### config.mk
export PLATFORM = sky130hd
export DESIGN_NAME = i2s_tx_flat
export DESIGN_NICKNAME = d
export VERILOG_FILES = /design/src/rtl/i2s_tx_pkg.sv /design/src/rtl/i2s_tx_if.sv /design/src/rtl/i2s_tx_clkgen.sv /design/src/rtl/i2s_tx.sv /design/src/flat_wrapper.sv
export SDC_FILE = /design/constraint.sdc
export NUM_CORES = 1
export LEC_CHECK = 0
export CAP_MARGIN = 10
export CORE_ASPECT_RATIO = 1.1
export CORE_UTILIZATION = 25
export CTS_CLUSTER_DIAMETER = 80
export DETAILED_ROUTE_END_ITERATION = 10
export PLACE_DENSITY = 0.54
export SLEW_MARGIN = 30
export SYNTH_ARGS = -nofsm -noshare
export SYNTH_HDL_FRONTEND = slang
export SYNTH_HIERARCHICAL = 1
export SYNTH_SLANG_ARGS = --single-unit
### constraint.sdc
create_clock -name clk -period 3.6 [get_ports clk]
set_input_delay 0.36 -clock clk [delete_from_list [all_inputs] [get_ports clk]]
set_output_delay 0.36 -clock clk [all_outputs]
set_load 0.02 [all_outputs]
### src/rtl/i2s_tx_pkg.sv
// Shared audio definitions: sample format, I2S framing constants and transmitter states.
package i2s_tx_pkg;

    localparam int SAMPLE_W_DEF = 16;
    localparam int I2S_SLOTS    = 2 * SAMPLE_W_DEF;

    typedef logic signed [SAMPLE_W_DEF-1:0] sample_t;

    typedef enum logic {
        ST_IDLE = 1'b0,
        ST_RUN  = 1'b1
    } tx_state_e;

    function automatic int slot_count(input int sample_w);
        return 2 * sample_w;
    endfunction

endpackage

### src/rtl/i2s_tx_if.sv
// Sample-source and I2S line signals of the transmitter; master is the transmitter side.
interface i2s_tx_if
    import i2s_tx_pkg::*;
#(
    parameter int SAMPLE_W = SAMPLE_W_DEF
) ();

    logic                enable_i;
    logic [SAMPLE_W-1:0] left_i;
    logic [SAMPLE_W-1:0] right_i;
    logic                sample_req_o;
    logic                bclk_o;
    logic                lrclk_o;
    logic                sdata_o;

    modport master (
        input  enable_i, left_i, right_i,
        output sample_req_o, bclk_o, lrclk_o, sdata_o
    );

    modport slave (
        output enable_i, left_i, right_i,
        input  sample_req_o, bclk_o, lrclk_o, sdata_o
    );

endinterface

### src/rtl/i2s_tx_clkgen.sv
// Bit-clock generator: divides clk into bclk, counts slots, drives word select and flags bclk falls.
module i2s_tx_clkgen
    import i2s_tx_pkg::*;
#(
    parameter int BCLK_DIV = 4,
    parameter int SLOTS    = I2S_SLOTS
) (
    input  logic clk,
    input  logic rst_ni,
    input  logic run_i,
    output logic bclk_o,
    output logic lrclk_o,
    output logic fall_o,
    output logic wrap_o
);

    localparam int              CW        = $clog2(SLOTS);
    localparam logic [7:0]      DIV_LAST  = 8'(BCLK_DIV - 1);
    localparam logic [CW-1:0]   SLOT_LAST = CW'(SLOTS - 1);
    localparam logic [CW-1:0]   SLOT_HALF = CW'(SLOTS / 2);

    logic [7:0]    div_cnt_q, div_cnt_d;
    logic [CW-1:0] bit_cnt_q, bit_cnt_d;
    logic          bclk_q, bclk_d;
    logic          lrclk_q, lrclk_d;
    logic          toggle;

    // NOTE: every variable gets a default first, so no path can infer a latch.
    always_comb begin
        toggle    = (div_cnt_q == DIV_LAST);
        div_cnt_d = toggle ? 8'd0 : div_cnt_q + 8'd1;
        bclk_d    = bclk_q ^ toggle;
        fall_o    = toggle & bclk_q;
        wrap_o    = fall_o & (bit_cnt_q == SLOT_LAST);
        bit_cnt_d = bit_cnt_q;
        if (fall_o) begin
            bit_cnt_d = wrap_o ? '0 : bit_cnt_q + CW'(1);
        end
        lrclk_d   = (bit_cnt_d >= SLOT_HALF);
        if (!run_i) begin
            div_cnt_d = '0;
            bit_cnt_d = '0;
            bclk_d    = 1'b0;
            lrclk_d   = 1'b0;
            fall_o    = 1'b0;
            wrap_o    = 1'b0;
        end
    end

    // NOTE: non-blocking assignments so every flop samples pre-edge values.
    always_ff @(posedge clk or negedge rst_ni) begin
        if (!rst_ni) begin
            div_cnt_q <= '0;
            bit_cnt_q <= '0;
            bclk_q    <= 1'b0;
            lrclk_q   <= 1'b0;
        end else begin
            div_cnt_q <= div_cnt_d;
            bit_cnt_q <= bit_cnt_d;
            bclk_q    <= bclk_d;
            lrclk_q   <= lrclk_d;
        end
    end

    assign bclk_o  = bclk_q;
    assign lrclk_o = lrclk_q;

endmodule

### src/rtl/i2s_tx.sv
// I2S transmitter: captures a stereo sample per frame and serialises it MSB first with one-bclk delay.
module i2s_tx
    import i2s_tx_pkg::*;
#(
    parameter int BCLK_DIV = 4,
    parameter int SAMPLE_W = SAMPLE_W_DEF
) (
    input logic      clk,
    input logic      rst_ni,
    i2s_tx_if.master bus
);

    localparam int SLOTS = slot_count(SAMPLE_W);

    tx_state_e        state_q, state_d;
    logic [SLOTS-1:0] frame_q, frame_d;
    logic             sdata_q, sdata_d;
    logic             req_q, req_d;
    logic             run, fall, wrap, load;

    assign run = (state_q == ST_RUN) & bus.enable_i;

    i2s_tx_clkgen #(
        .BCLK_DIV (BCLK_DIV),
        .SLOTS    (SLOTS)
    ) u_clkgen (
        .clk     (clk),
        .rst_ni  (rst_ni),
        .run_i   (run),
        .bclk_o  (bus.bclk_o),
        .lrclk_o (bus.lrclk_o),
        .fall_o  (fall),
        .wrap_o  (wrap)
    );

    always_comb begin
        state_d = state_q;
        load    = 1'b0;
        unique case (state_q)
            ST_IDLE: if (bus.enable_i) begin
                state_d = ST_RUN;
                load    = 1'b1;
            end
            ST_RUN: begin
                if (bus.enable_i) load = wrap;
                else              state_d = ST_IDLE;
            end
        endcase

        frame_d = frame_q;
        sdata_d = sdata_q;
        req_d   = load;
        // The outgoing MSB is taken before a load overwrites the frame, so the old right LSB leads the new frame.
        if (!bus.enable_i) begin
            frame_d = '0;
            sdata_d = 1'b0;
        end else if (load || fall) begin
            sdata_d = frame_q[SLOTS-1];
            frame_d = load ? {bus.left_i, bus.right_i} : frame_q << 1;
        end
    end

    // NOTE: the frame register is reset like the counters because its MSB feeds sdata_o directly.
    always_ff @(posedge clk or negedge rst_ni) begin
        if (!rst_ni) begin
            state_q <= ST_IDLE;
            frame_q <= '0;
            sdata_q <= 1'b0;
            req_q   <= 1'b0;
        end else begin
            state_q <= state_d;
            frame_q <= frame_d;
            sdata_q <= sdata_d;
            req_q   <= req_d;
        end
    end

    assign bus.sdata_o      = sdata_q;
    assign bus.sample_req_o = req_q;

endmodule

### src/flat_wrapper.sv
// flat-port wrapper written by rule: the top's interface ports become plain ports
module i2s_tx_flat import i2s_tx_pkg::*;
#(
    parameter int BCLK_DIV = 4,
    parameter int SAMPLE_W = SAMPLE_W_DEF
)
  (clk, rst_ni, bus_enable_i, bus_left_i, bus_right_i, bus_sample_req_o, bus_bclk_o, bus_lrclk_o, bus_sdata_o);
  i2s_tx_if #(.SAMPLE_W(SAMPLE_W)) bus_i ();
  input logic clk;
  input logic rst_ni;
  input wire logic [$bits(bus_i.enable_i)-1:0] bus_enable_i;
  input wire logic [$bits(bus_i.left_i)-1:0] bus_left_i;
  input wire logic [$bits(bus_i.right_i)-1:0] bus_right_i;
  output wire logic [$bits(bus_i.sample_req_o)-1:0] bus_sample_req_o;
  output wire logic [$bits(bus_i.bclk_o)-1:0] bus_bclk_o;
  output wire logic [$bits(bus_i.lrclk_o)-1:0] bus_lrclk_o;
  output wire logic [$bits(bus_i.sdata_o)-1:0] bus_sdata_o;
  assign bus_i.enable_i = bus_enable_i;
  assign bus_i.left_i = bus_left_i;
  assign bus_i.right_i = bus_right_i;
  assign bus_sample_req_o = bus_i.sample_req_o;
  assign bus_bclk_o = bus_i.bclk_o;
  assign bus_lrclk_o = bus_i.lrclk_o;
  assign bus_sdata_o = bus_i.sdata_o;
  i2s_tx #(.BCLK_DIV(BCLK_DIV), .SAMPLE_W(SAMPLE_W)) u_core (.clk(clk), .rst_ni(rst_ni), .bus(bus_i));
endmodule
# ---- After elaboration in Yosys (flattened, before gate mapping)
# Index checks and enable logic that the tools add are counted.
# Widths: inputs -> output; s select.
dict set report op_classes {
  mux 17
  n_eq_ne 3
  order_cmp 1
  bitwise 5
  n_reduce_logical 1
  n_addsub 2
}
# op n
set op_table {}
lappend op_table {{$mux 32} 3}
lappend op_table {{$mux 8} 2}
lappend op_table {{$mux 5} 3}
lappend op_table {{$add 8x1->8 const B} 1}
lappend op_table {{$eq 8x2->1 const B} 1}
lappend op_table {{$mux 1} 8}
lappend op_table {{$add 5x1->5 const B} 1}
lappend op_table {{$eq 5x5->1 const B} 1}
lappend op_table {{$ge 5x5->1 const B} 1}
lappend op_table {{$and 1x1->1} 3}
lappend op_table {{$ne 2x1->1 const B} 1}
lappend op_table {{$pmux 1 s2} 1}
lappend op_table {{$logic_or 1x1->1} 1}
lappend op_table {{$not 1->1} 1}
lappend op_table {{$xor 1x1->1} 1}
dict set report word_totals {
  ff_bits 50
  in_bits 35
}

# ---- Depth between registers and ports, before layout
# Gate-level depths: netlist (run 1).
dict set report depth {
  ltp_word 9
  ltp_mapped 9
  mapped_depth_nobuf 7
}

# ---- Cells and area by module
# Netlist (run 1), hierarchy kept.
# mod instances area_per_inst_um2 cells_each
set by_module_without_submodules {}
lappend by_module_without_submodules {i2s_tx 1 1944.4 152}
lappend by_module_without_submodules {i2s_tx_clkgen 1 693.2 71}

# ---- Least setup slack after synthesis (run 1)
# OpenSTA, ideal clock, no wires.
dict set report synth_timing {
  path_kind {flip-flop to flip-flop}
  start {reg u_core.u_clkgen.div_cnt_q[2]}
  end {reg u_core.frame_q[10]}
  slack_ns 1.550
  setup_ns 0.123
  stages_incl_launch_ff 10
  arrival_time_ns 1.927
  period_less_slack_ns 2.050
  cell_sequence {dfrtp_1 nor4_1 and3_1 ha_1 inv_2 nor2_1 buf_4 buf_6 mux2i_1 a21oi_2}
}
dict set report synth_via {
  elab_cells_between_ends 12
  cone_classes {eq/ne (2); mux (7); bitwise (2); reduce/logical (1)}
}
# element line_no
set synth_lines {}
lappend synth_lines {{start: declaration} i2s_tx_clkgen.sv:22} ;# logic [7:0] div_cnt_q, div_cnt_d;
lappend synth_lines {{start signal: assignment} i2s_tx_clkgen.sv:58} ;# div_cnt_q <= div_cnt_d;
lappend synth_lines {{$eq 8x2->1} i2s_tx_clkgen.sv:30} ;# toggle = (div_cnt_q == DIV_LAST);
lappend synth_lines {{$and 1x1->1} i2s_tx_clkgen.sv:33} ;# fall_o = toggle & bclk_q;
lappend synth_lines {{$mux 1} i2s_tx_clkgen.sv:40} ;# if (!run_i) begin
lappend synth_lines {{net u_core.fall} i2s_tx.sv:19} ;# logic run, fall, wrap, load;
lappend synth_lines {{$logic_or 1x1->1} i2s_tx.sv:57} ;# end else if (load || fall) begin
lappend synth_lines {{$ne 2x1->1 (no source line)} n/a}
lappend synth_lines {{end signal: assignment} i2s_tx.sv:72} ;# frame_q <= frame_d;
lappend synth_lines {{end: declaration} i2s_tx.sv:16} ;# logic [SLOTS-1:0] frame_q, frame_d;
# The timed path passes the listed nets, and every way through them passes these cells. The select of a mux whose other input is x is not followed.
# A chain may end at the register's enable or synchronous reset.

# ---- Worst setup path after layout (run 1)
dict set report layout_timing {
  start {reg u_core.u_clkgen.div_cnt_q[2]}
  end {reg u_core.frame_q[17]}
}
# Same word-level chain as after synthesis.

==> impl_metrics.csv, run 1 <==
group,metric,value,unit
run_status,status,"finished clean",
route,via_per_inst,4.39,
cts,clk_path_buf_depth,2,
place,port-buffer-count,38,
finish,layout_commonest_cell,"dfrtp_1",
timing,slew_violations,0,
route,met2_length,2480,µm
pwr,power.density,356,mW/mm²
grt,grt_antenna_before_repair,0,
floorplanning,io_pins,39,
min_path,hp-class,"in -> async",
synth,synth-seq-cells,49,
cts,hold_buffers,0,
synth,netlist_area,0.00264,mm²
timing,finalCriticalPeriod,2.49,ns
floorplanning,die_w,99.9,µm
timing,min_period_over_period,0.692,
route,routedWlPerCell,13.0,µm
finish,drive_above_1_share,0.297,
floorplanning,start_util,0.262,
setup_path,max_stage_delay,0.45,ns
route,drt_iter0_drc,59,
setup_path,critPathMaxFanout,34,
floorplanning,core_area,0.0101,mm²
setup_path,worstPathRequired,3.76,ns
cts,cts.clk_slew.worst_paths,0.09,ns
timing,final.setup.tns,0,ns
route,wl_met1,2490,µm
setup_path,crit_arrival,2.65,ns
route,vias,1752,
route,wl_met3,160,µm
route,first_pass_iters,4,
setup_path,worstPathCellList,"nor4_1 -> and3_1 -> ha_1 -> inv_2 -> nor2_4 -> buf_4 -> mux2i_1 -> a21oi_2",
place,placed_area,0.00307,mm²
floorplanning,rows,38,
synth,syn_inst,223,
floorplanning,die_y,110,µm
timing,finalSetupViolCount,0,
timing,slew_headroom,0.643,
route,wl,5210,µm
timing,rsz0062_at_grt,"false",
finish,nNetsFinal,297,
place,place_congestion,0.728,
route,drc,0,
grt,grt_max_degree,64,
pwr,p_leak,0.00117,µW
pwr,peakVddDrop,223,µV
timing,fin_skew,0.0140,ns
floorplanning,dieArea,0.0110,mm²
grt,grt_pass1_vias,1892,
finish,diodes,0,
synth,synth_area_per_cell,11.8,µm²
grt,grt_pass1_wl,9200,µm
timing,worstMarginPinSlew,0.536,ns
cts,cts_resized,0,
finish,area_growth,20.8,%
finish,stdcell_area,0.00319,mm²
cts,cts_sinks,49,
timing,worst_slack,1.11,ns
synth,synth_cell_type_count,36,
route,dr.max_layer_used,"met4",
grt,grt.overflow.total,0,
cts,postCtsSetupRepairBufs,0,
job,drv_cap,0,
place,dp_hpwl,3510,µm
cts,htree_levels,2,
cts,cts_buffers,5,
setup_path,cp-end-kind,"register",
cts,cts_root_buf,"clkbuf_8",
finish,most-common-layout-cells,"49 x dfrtp_1, 36 x clkdlybuf4s50_1, 32 x mux2i_1",
synth,ys_seq_area_frac,0.465,
timing,max_clock_freq,402,MHz
setup_path,start_kind,"register",
setup_path,slowest_stage,"dfrtp_1",
setup_path,path_class,"reg -> reg",
grt,groute.usage.overall,0.107,
route,ant_nets,0,
cts,clk_latency,0.30,ns
timing,hold_viol,0,
synth,syn_nets,262,
cts,cts_tree,"yes",
synth,ys_warn_count,6,
place,post-place-ws,1.11,ns
[synth_stat cells, drive strengths merged]
cell | number | area, µm²
nand2b | 1 | 6.26
nor2 | 9 | 33.8
or3 | 3 | 18.8
nor4 | 1 | 6.26
or2b | 1 | 7.51
a21boi | 1 | 7.51
o21ai | 35 | 284
xor2 | 2 | 17.5
a31oi | 1 | 6.26
o211ai | 1 | 7.51
nand3 | 5 | 25.0
and2 | 3 | 18.8
nor2b | 1 | 13.8
buf | 14 | 159
a21o | 1 | 7.51
nand4 | 1 | 6.26
mux2i | 32 | 320
a31o | 1 | 8.76
or4 | 1 | 7.51
xnor2 | 1 | 8.76
and3 | 3 | 20.0
ha | 4 | 50.1
inv | 4 | 15.0
a21oi | 38 | 299
nand2 | 5 | 18.8
dfrtp | 49 | 1230
nand3b | 3 | 22.5
o31ai | 1 | 7.51
nor3b | 1 | 7.51
[critical path: cells and delay by family, from the launching register on]
kind            cells  cell delay [ns]
fa+ha+maj           1             0.28
buf+inv             2             0.57
mux                 1             0.29
simple gates        3             0.68
compound gates      1             0.07
flops               1             0.45
[flip-flops by register name (all words and copies together), names as in the netlist]
name                       cells
u_core/u_clkgen/bclk_o         1
u_core/bus.sample_req_o        1
u_core/u_clkgen/div_cnt_q      8
u_core/bus.sdata_o             1
u_core/u_clkgen/bit_cnt_q      5
u_core/frame_q                32
u_core/state_q                 1
[final timing paths]
check / start / endpoint / slack, ns / cells after the start
max: u_core/u_clkgen/div_cnt_q[2] / u_core/frame_q[17] / 1.11 / 8
min: rst_ni / u_core/u_clkgen/bit_cnt_q[0] / 0.03 / 1
max reg2reg: u_core/u_clkgen/div_cnt_q[2] / u_core/frame_q[17] / 1.11 / 8
min reg2reg: u_core/u_clkgen/div_cnt_q[0] / u_core/u_clkgen/div_cnt_q[0] / 0.53 / 1
max in group asynchronous: rst_ni / u_core/frame_q[30] / 2.84 / 2
min in group clk: bus_enable_i / u_core/u_clkgen/bclk_o / 0.47 / 3
[per-stage QoR]
stage / power [µW] / util / hold WS (ns) / cells
5_1_grt: 1200 / 0.316 / 0.0556 / 399
6_report: 1140 / 0.316 / 0.0288 / 399
3_5_place_dp: 757 / 0.305 / 0.381 / 391
3_3_place_gp: 754 / 0.305 / 0.382 / 391
4_1_cts: 1160 / 0.316 / 0.0444 / 399
2_1_floorplan: 690 / - / 0.0644 / 223
[final cells by class]
type | count | area (µm²)
Fill cell | 1070 | 6890
Multi-Input combinational cell | 156 | 1240
Sequential cell | 49 | 1230
Timing Repair Buffer | 42 | 413
Tap cell | 140 | 175
Inverter | 4 | 15.0
Clock inverter | 3 | 43.8
Clock buffer | 5 | 68.8
[where the power goes]
group	internal, µW	leakage [µW]	switching [µW]
Combinational	71.6	0.000461	79.3
Clock	208	0.0000585	185
Sequential	576	0.000648	14.7
Total	856	0.00117	279
[metal layers]
metal,up-vias,track usage
met5,-,0
met4,0,0.0420
met3,7,0.0235
met2,25,0.171
met1,848,0.141
li1,872,-
[logic make-up (layout without fill, tap and decap cells)]
group	Yosys count	after routing	share of synthesized area
simple gates	38	38	0.0807
fa+ha+maj	4	4	0.0190
mux	32	32	0.121
xor+xnor	3	3	0.00996
compound gates	79	79	0.238
flops	49	49	0.465
buf+inv	18	54	0.0659
Note: power is estimated with default switching activity, not from simulation.
==> run 2, diff against run 1 <==
==> constraint.sdc (replaced) <==
create_clock -name clk -period 2.55 [get_ports clk]
set_input_delay 0.255 -clock clk [delete_from_list [all_inputs] [get_ports clk]]
set_output_delay 0.255 -clock clk [all_outputs]
set_load 0.02 [all_outputs]
==> run 2 against run 1 <==
  * Cell area up 2.0%
  * Sequential share of layout area decreased by 0.77 points
  * Critical path type unchanged
  * Largest cell class unchanged
  * Count of clock-buffer cells in the layout grew 1
  * First-iteration DRC count shrank 10%
==> impl_metrics.csv, run 2 (synthesis gave the netlist of run 1 again) <==
group,metric,value,unit
setup_path,slowest_stage,"dfrtp_1",
finish,drive_above_1_share,0.304,
grt,grtUsageMet3,0.0172,
pwr,seqPwrFrac,0.511,
pwr,comb_power_share,0.135,
timing,rsz0062_at_grt,"false",
floorplanning,core_area,0.0101,mm²
timing,finalCriticalPeriod,2.22,ns
floorplanning,rows,38,
finish,nNetsFinal,301,
pwr,power_switching,393,µW
setup_path,max_stage_delay,0.44,ns
timing,worstMarginPinSlew,0.520,ns
cts,cts.clk_slew.worst_paths,0.09,ns
finish,diodes,0,
min_path,hp-start,"bus_enable_i",
setup_path,worstPathRequired,2.73,ns
setup_path,worstPathCellList,"nor4_1 -> and3_1 -> ha_1 -> inv_2 -> nor2_4 -> buf_12 -> mux2i_1 -> a21oi_2",
min_path,hp-class,"in -> reg",
job,drv_cap,0,
pwr,p_int,1240,µW
grt,grt_pass1_vias,1924,
grt,grt_pass1_wl,8900,µm
route,drc,0,
setup_path,path_class,"reg -> reg",
cts,htree_levels,2,
setup_path,timing.rr.start,"u_core/u_clkgen/div_cnt_q[2]",
finish,top_register,"u_core/frame_q",
place,port-buffer-count,38,
timing,slew_headroom,0.653,
timing,worst_slack,0.326,ns
pwr,p_leak,0.00119,µW
pwr,p_sw_frac,0.241,
grt,grt_max_degree,37,
grt,use_met1,0.130,
grt,gr-usage-met2,0.174,
setup_path,reg2reg_depth,8,
setup_path,start_kind,"register",
timing,hold_viol,0,
place,post-place-ws,0.321,ns
setup_path,critPathMaxFanout,34,
cts,clk_path_buf_depth,2,
pwr,power.density,502,mW/mm²
setup_path,cp-end-kind,"register",
timing,slew_violations,0,
run_status,status,"finished clean",
timing,max_clock_freq,450,MHz
grt,grt_busiest_layer,"met2",
cts,cts_root_buf,"clkbuf_8",
timing,fin_skew,0.00472,ns
grt,groute.usage.overall,0.103,
cts,cts_sinks,49,
finish,multi_input_area,0.00124,mm²
finish,area_growth,23.3,%
timing,min_period_over_period,0.872,
finish,largest_reg_flops,32,
min_path,whs_endpoint,"u_core/u_clkgen/bclk_o",
grt,grt.overflow.total,0,
grt,grt_antenna_before_repair,0,
timing,final.setup.tns,0,ns
finish,nFillCells,1066,
route,first_pass_iters,4,
setup_path,reg2reg_to,"u_core/frame_q[20]",
cts,cts_buffers,5,
pwr,peakVddDrop,310,µV
setup_path,r2r_slack,0.33,ns
cts,cts_resized,0,
finish,layout_commonest_cell,"dfrtp_1",
route,drt_iter0_drc,53,
route,routedWlPerCell,12.7,µm
route,wl,5100,µm
place,place_congestion,0.747,
floorplanning,dieArea,0.0110,mm²
floorplanning,io_pins,39,
finish,top_regs,"u_core/frame_q: 32 flops, u_core/u_clkgen/div_cnt_q: 8 flops, u_core/u_clkgen/bit_cnt_q: 5 flops",
cts,cts_tree,"yes",
setup_path,crit_arrival,2.40,ns
pwr,pwr-share-clk,0.355,
finish,ff_latch_area,0.00123,mm²
min_path,whs_path_depth,3,
route,via_per_inst,4.29,
route,ant_nets,0,
finish,most-common-layout-cells,"49 x dfrtp_1, 36 x clkdlybuf4s50_1, 32 x mux2i_1",
place,dp_hpwl,3630,µm
timing,finalSetupViolCount,0,
floorplanning,die_w,99.9,µm
floorplanning,start_util,0.262,
cts,clk_latency,0.30,ns
floorplanning,die_y,110,µm
route,vias,1728,
-- run 2: critical path, delay by kind of cell (launching register included) --
family                     cells  cell delay (ns)
adders and majority gates      1             0.26
and+or+nand+nor                3             0.70
muxes                          1             0.27
AOI/OAI and AO/OA              1             0.08
buffers and inverters          2             0.35
DFF                            1             0.44
-- run 2: how the worst max path moves through the flow --
stage                            startpoint                  to
2_1_floorplan  u_core/u_clkgen/div_cnt_q[2]  u_core/frame_q[10]
6_report       u_core/u_clkgen/div_cnt_q[2]  u_core/frame_q[20]
4_1_cts        u_core/u_clkgen/div_cnt_q[2]  u_core/frame_q[20]
3_5_place_dp   u_core/u_clkgen/div_cnt_q[2]  u_core/frame_q[20]
5_1_grt        u_core/u_clkgen/div_cnt_q[2]  u_core/frame_q[15]
3_3_place_gp   u_core/u_clkgen/div_cnt_q[2]  u_core/frame_q[24]
-- run 2: power groups by stage --
stage          logic (µW)  registers (µW)  clock network (µW)
2_1_floorplan         129             846                   0
3_3_place_gp          222             849                   0
3_5_place_dp          224             850                   0
4_1_cts               226             835                 597
5_1_grt               244             840                 628
6_report              220             834                 579
-- run 2: per-stage QoR --
stage	power (µW)	instance area [µm²]	cells	utilization	hold slack, ns
floorplan	974	2640	223	-	-0.0406
global placement	1070	3120	394	0.310	0.192
detailed placement	1070	3120	394	0.310	0.189
CTS	1660	3250	403	0.323	0.358
global route	1710	3250	403	0.323	0.367
finish	1630	3250	403	0.323	0.363
-- run 2: area by class of cell --
cell class / instances / share of cell area
Multi-Input combinational cell: 156 / 0.383
Sequential cell: 49 / 0.377
Tap cell: 140 / 0.0539
Clock buffer: 6 / 0.0254
Inverter: 4 / 0.00462
Timing Repair Buffer: 46 / 0.145
Clock inverter: 2 / 0.0115
-- run 2: what timing repair did --
item,4_1_cts,5_1_grt
hold endpoints to repair,14,0
setup buffers,0,0
hold buffers,1,0
-- run 2: layer usage --
metal	vias up	wire length, µm
met3	5	142
met4	0	72
met1	820	2410
met2	23	2480
li1	880	-
met5	-	0
==> run 3, diff against run 2 <==
--- a/config.mk
+++ b/config.mk
@@ -11,7 +11,8 @@
 export CTS_CLUSTER_DIAMETER = 80
 export DETAILED_ROUTE_END_ITERATION = 10
 export PLACE_DENSITY = 0.54
-export SLEW_MARGIN = 30
+export RECOVER_POWER = 100
+export SLEW_MARGIN = 20
 export SYNTH_ARGS = -nofsm -noshare
 export SYNTH_HDL_FRONTEND = slang
 export SYNTH_HIERARCHICAL = 1
==> run 3 against run 2 <==
  * Worst hold slack improved by 0.0090 ns
  * Largest power group unchanged
  * Core utilization shrank 0.099 points
  * Clock power is essentially flat
  * Count of clock-buffer cells in the layout is the same
  * Cell area decreased by 0.31%
  * Highest routed layer unchanged
  * Power down 0.13%
  * Setup slack better by 0.0037 ns
  * Sequential share of layout area increased by 0.12 points
  * Critical path type unchanged
  * Critical path depth unchanged
  * Global-route usage is the same
  * Register-to-register slack about the same
  * Via count rose by 0.29%
==> impl_metrics.csv, run 3 (synthesis gave the netlist of run 1 again) <==
group,metric,value,unit
run_status,status,"finished clean",
finish,top_regs,"u_core/frame_q: 32 flops, u_core/u_clkgen/div_cnt_q: 8 flops, u_core/u_clkgen/bit_cnt_q: 5 flops",
route,drt_iter0_drc,53,
route,wl,5110,µm
route,routedWlPerCell,12.7,µm
grt,grt.overflow.total,0,
finish,nNetsFinal,301,
place,dp_hpwl,3630,µm
pwr,peakVddDrop,310,µV
cts,postCtsSetupRepairBufs,0,
setup_path,cp-end-kind,"register",
grt,grt_pass1_wl,8900,µm
setup_path,max_stage_delay,0.45,ns
cts,cts_buffers,5,
cts,clk_path_buf_depth,2,
place,place_congestion,0.747,
cts,cts.clk_slew.worst_paths,0.09,ns
min_path,hp-class,"in -> reg",
timing,slew_headroom,0.314,
grt,groute.usage.overall,0.103,
timing,final.setup.tns,0,ns
setup_path,slowest_stage,"dfrtp_1",
grt,grt_pass1_vias,1924,
route,via_per_inst,4.30,
grt,grt_antenna_before_repair,0,
setup_path,path_class,"reg -> reg",
floorplanning,die_w,99.9,µm
route,ant_nets,0,
timing,slew_violations,0,
timing,worstMarginPinSlew,1.03,ns
job,drv_cap,0,
floorplanning,io_pins,39,
floorplanning,rows,38,
pwr,p_leak,0.00119,µW
setup_path,start_kind,"register",
finish,most-common-layout-cells,"49 x dfrtp_1, 32 x clkdlybuf4s50_1, 32 x mux2i_1",
pwr,power.density,503,mW/mm²
place,port-buffer-count,38,
route,first_pass_iters,4,
finish,layout_commonest_cell,"dfrtp_1",
timing,fin_skew,0.00424,ns
finish,drive_above_1_share,0.293,
timing,finalSetupViolCount,0,
cts,htree_levels,2,
setup_path,crit_arrival,2.40,ns
finish,top_register,"u_core/frame_q",
floorplanning,core_area,0.0101,mm²
finish,final_cell_count_no_fill,403,
floorplanning,start_util,0.262,
cts,hold_buffers,1,
floorplanning,die_y,110,µm
cts,cts_tree,"yes",
cts,cts_resized,0,
setup_path,worstPathRequired,2.73,ns
finish,area_growth,22.9,%
finish,largest_reg_flops,32,
cts,cts_sinks,49,
route,vias,1733,
cts,cts_root_buf,"clkbuf_8",
timing,hold_viol,0,
timing,min_period_over_period,0.871,
finish,diodes,0,
setup_path,worstPathCellList,"nor4_1 -> and3_1 -> ha_1 -> inv_2 -> nor2_4 -> buf_12 -> mux2i_1 -> a21oi_2",
timing,max_clock_freq,450,MHz
place,place_inst,394,
route,drc,0,
cts,clk_latency,0.29,ns
floorplanning,dieArea,0.0110,mm²
setup_path,critPathMaxFanout,34,
place,post-place-ws,0.321,ns
grt,grt_max_degree,37,
timing,finalCriticalPeriod,2.22,ns
timing,rsz0062_at_grt,"false",
timing,worst_slack,0.330,ns
[run 3: changes by cell type in the layout (fill, tap and decap cells not counted), sizes merged]
cell,change
dlygate4sd3,+4
clkdlybuf4s50,-4
clkbuf,+4
buf,-4
[run 3: critical path, delay by kind of cell (launching register included)]
kind                     cells  cell delay (ns)
AO/OA/AOI/OAI                1             0.08
adder cells (fa/ha/maj)      1             0.26
flip-flops                   1             0.45
multiplexers                 1             0.27
AND/OR/NAND/NOR              3             0.70
buffers and inverters        2             0.35
[run 3: metal layers]
layer	track usage	vias up	part of all wire
li1	-	879	-
met1	0.130	824	0.47
met2	0.174	25	0.49
met3	0.0172	5	0.030
met4	0.0410	0	0.014
met5	0	-	0
[run 3: worst paths after layout]
check | cells past startpoint | endpoint | slack, ns | from
setup / recovery | 8 | u_core/frame_q[20] | 0.33 | u_core/u_clkgen/div_cnt_q[2]
hold / removal | 3 | u_core/u_clkgen/bclk_o | 0.37 | bus_enable_i
setup reg to reg | 8 | u_core/frame_q[20] | 0.33 | u_core/u_clkgen/div_cnt_q[2]
hold reg to reg | 1 | u_core/u_clkgen/div_cnt_q[0] | 0.52 | u_core/u_clkgen/div_cnt_q[0]
max in group asynchronous | 3 | u_core/frame_q[21] | 0.85 | rst_ni
min in group asynchronous | 2 | u_core/u_clkgen/bit_cnt_q[3] | 0.57 | rst_ni
[run 3: metrics by stage]
stage | power, µW | utilization | hold slack [ns] | instance area, µm²
floorplan | 974 | - | -0.0406 | 2640
global placement | 1070 | 0.310 | 0.192 | 3120
detailed placement | 1070 | 0.310 | 0.189 | 3120
finish | 1630 | 0.322 | 0.372 | 3240
global route | 1710 | 0.322 | 0.377 | 3240
CTS | 1660 | 0.323 | 0.358 | 3250
[run 3: layout make-up]
class                      count  area, µm²
clock buffer                   6       82.6
clock inverter                 2       37.5
fill                        1069       6840
inverter                       4       15.0
multi-input combinational    156       1240
sequential                    49       1230
tap                          140        175
timing repair buffer          46        460
[run 3: report_power, final]
part	internal (µW)	total, µW	switching [µW]
Combinational	106	218	113
Sequential	813	834	20.5
Clock	319	579	260
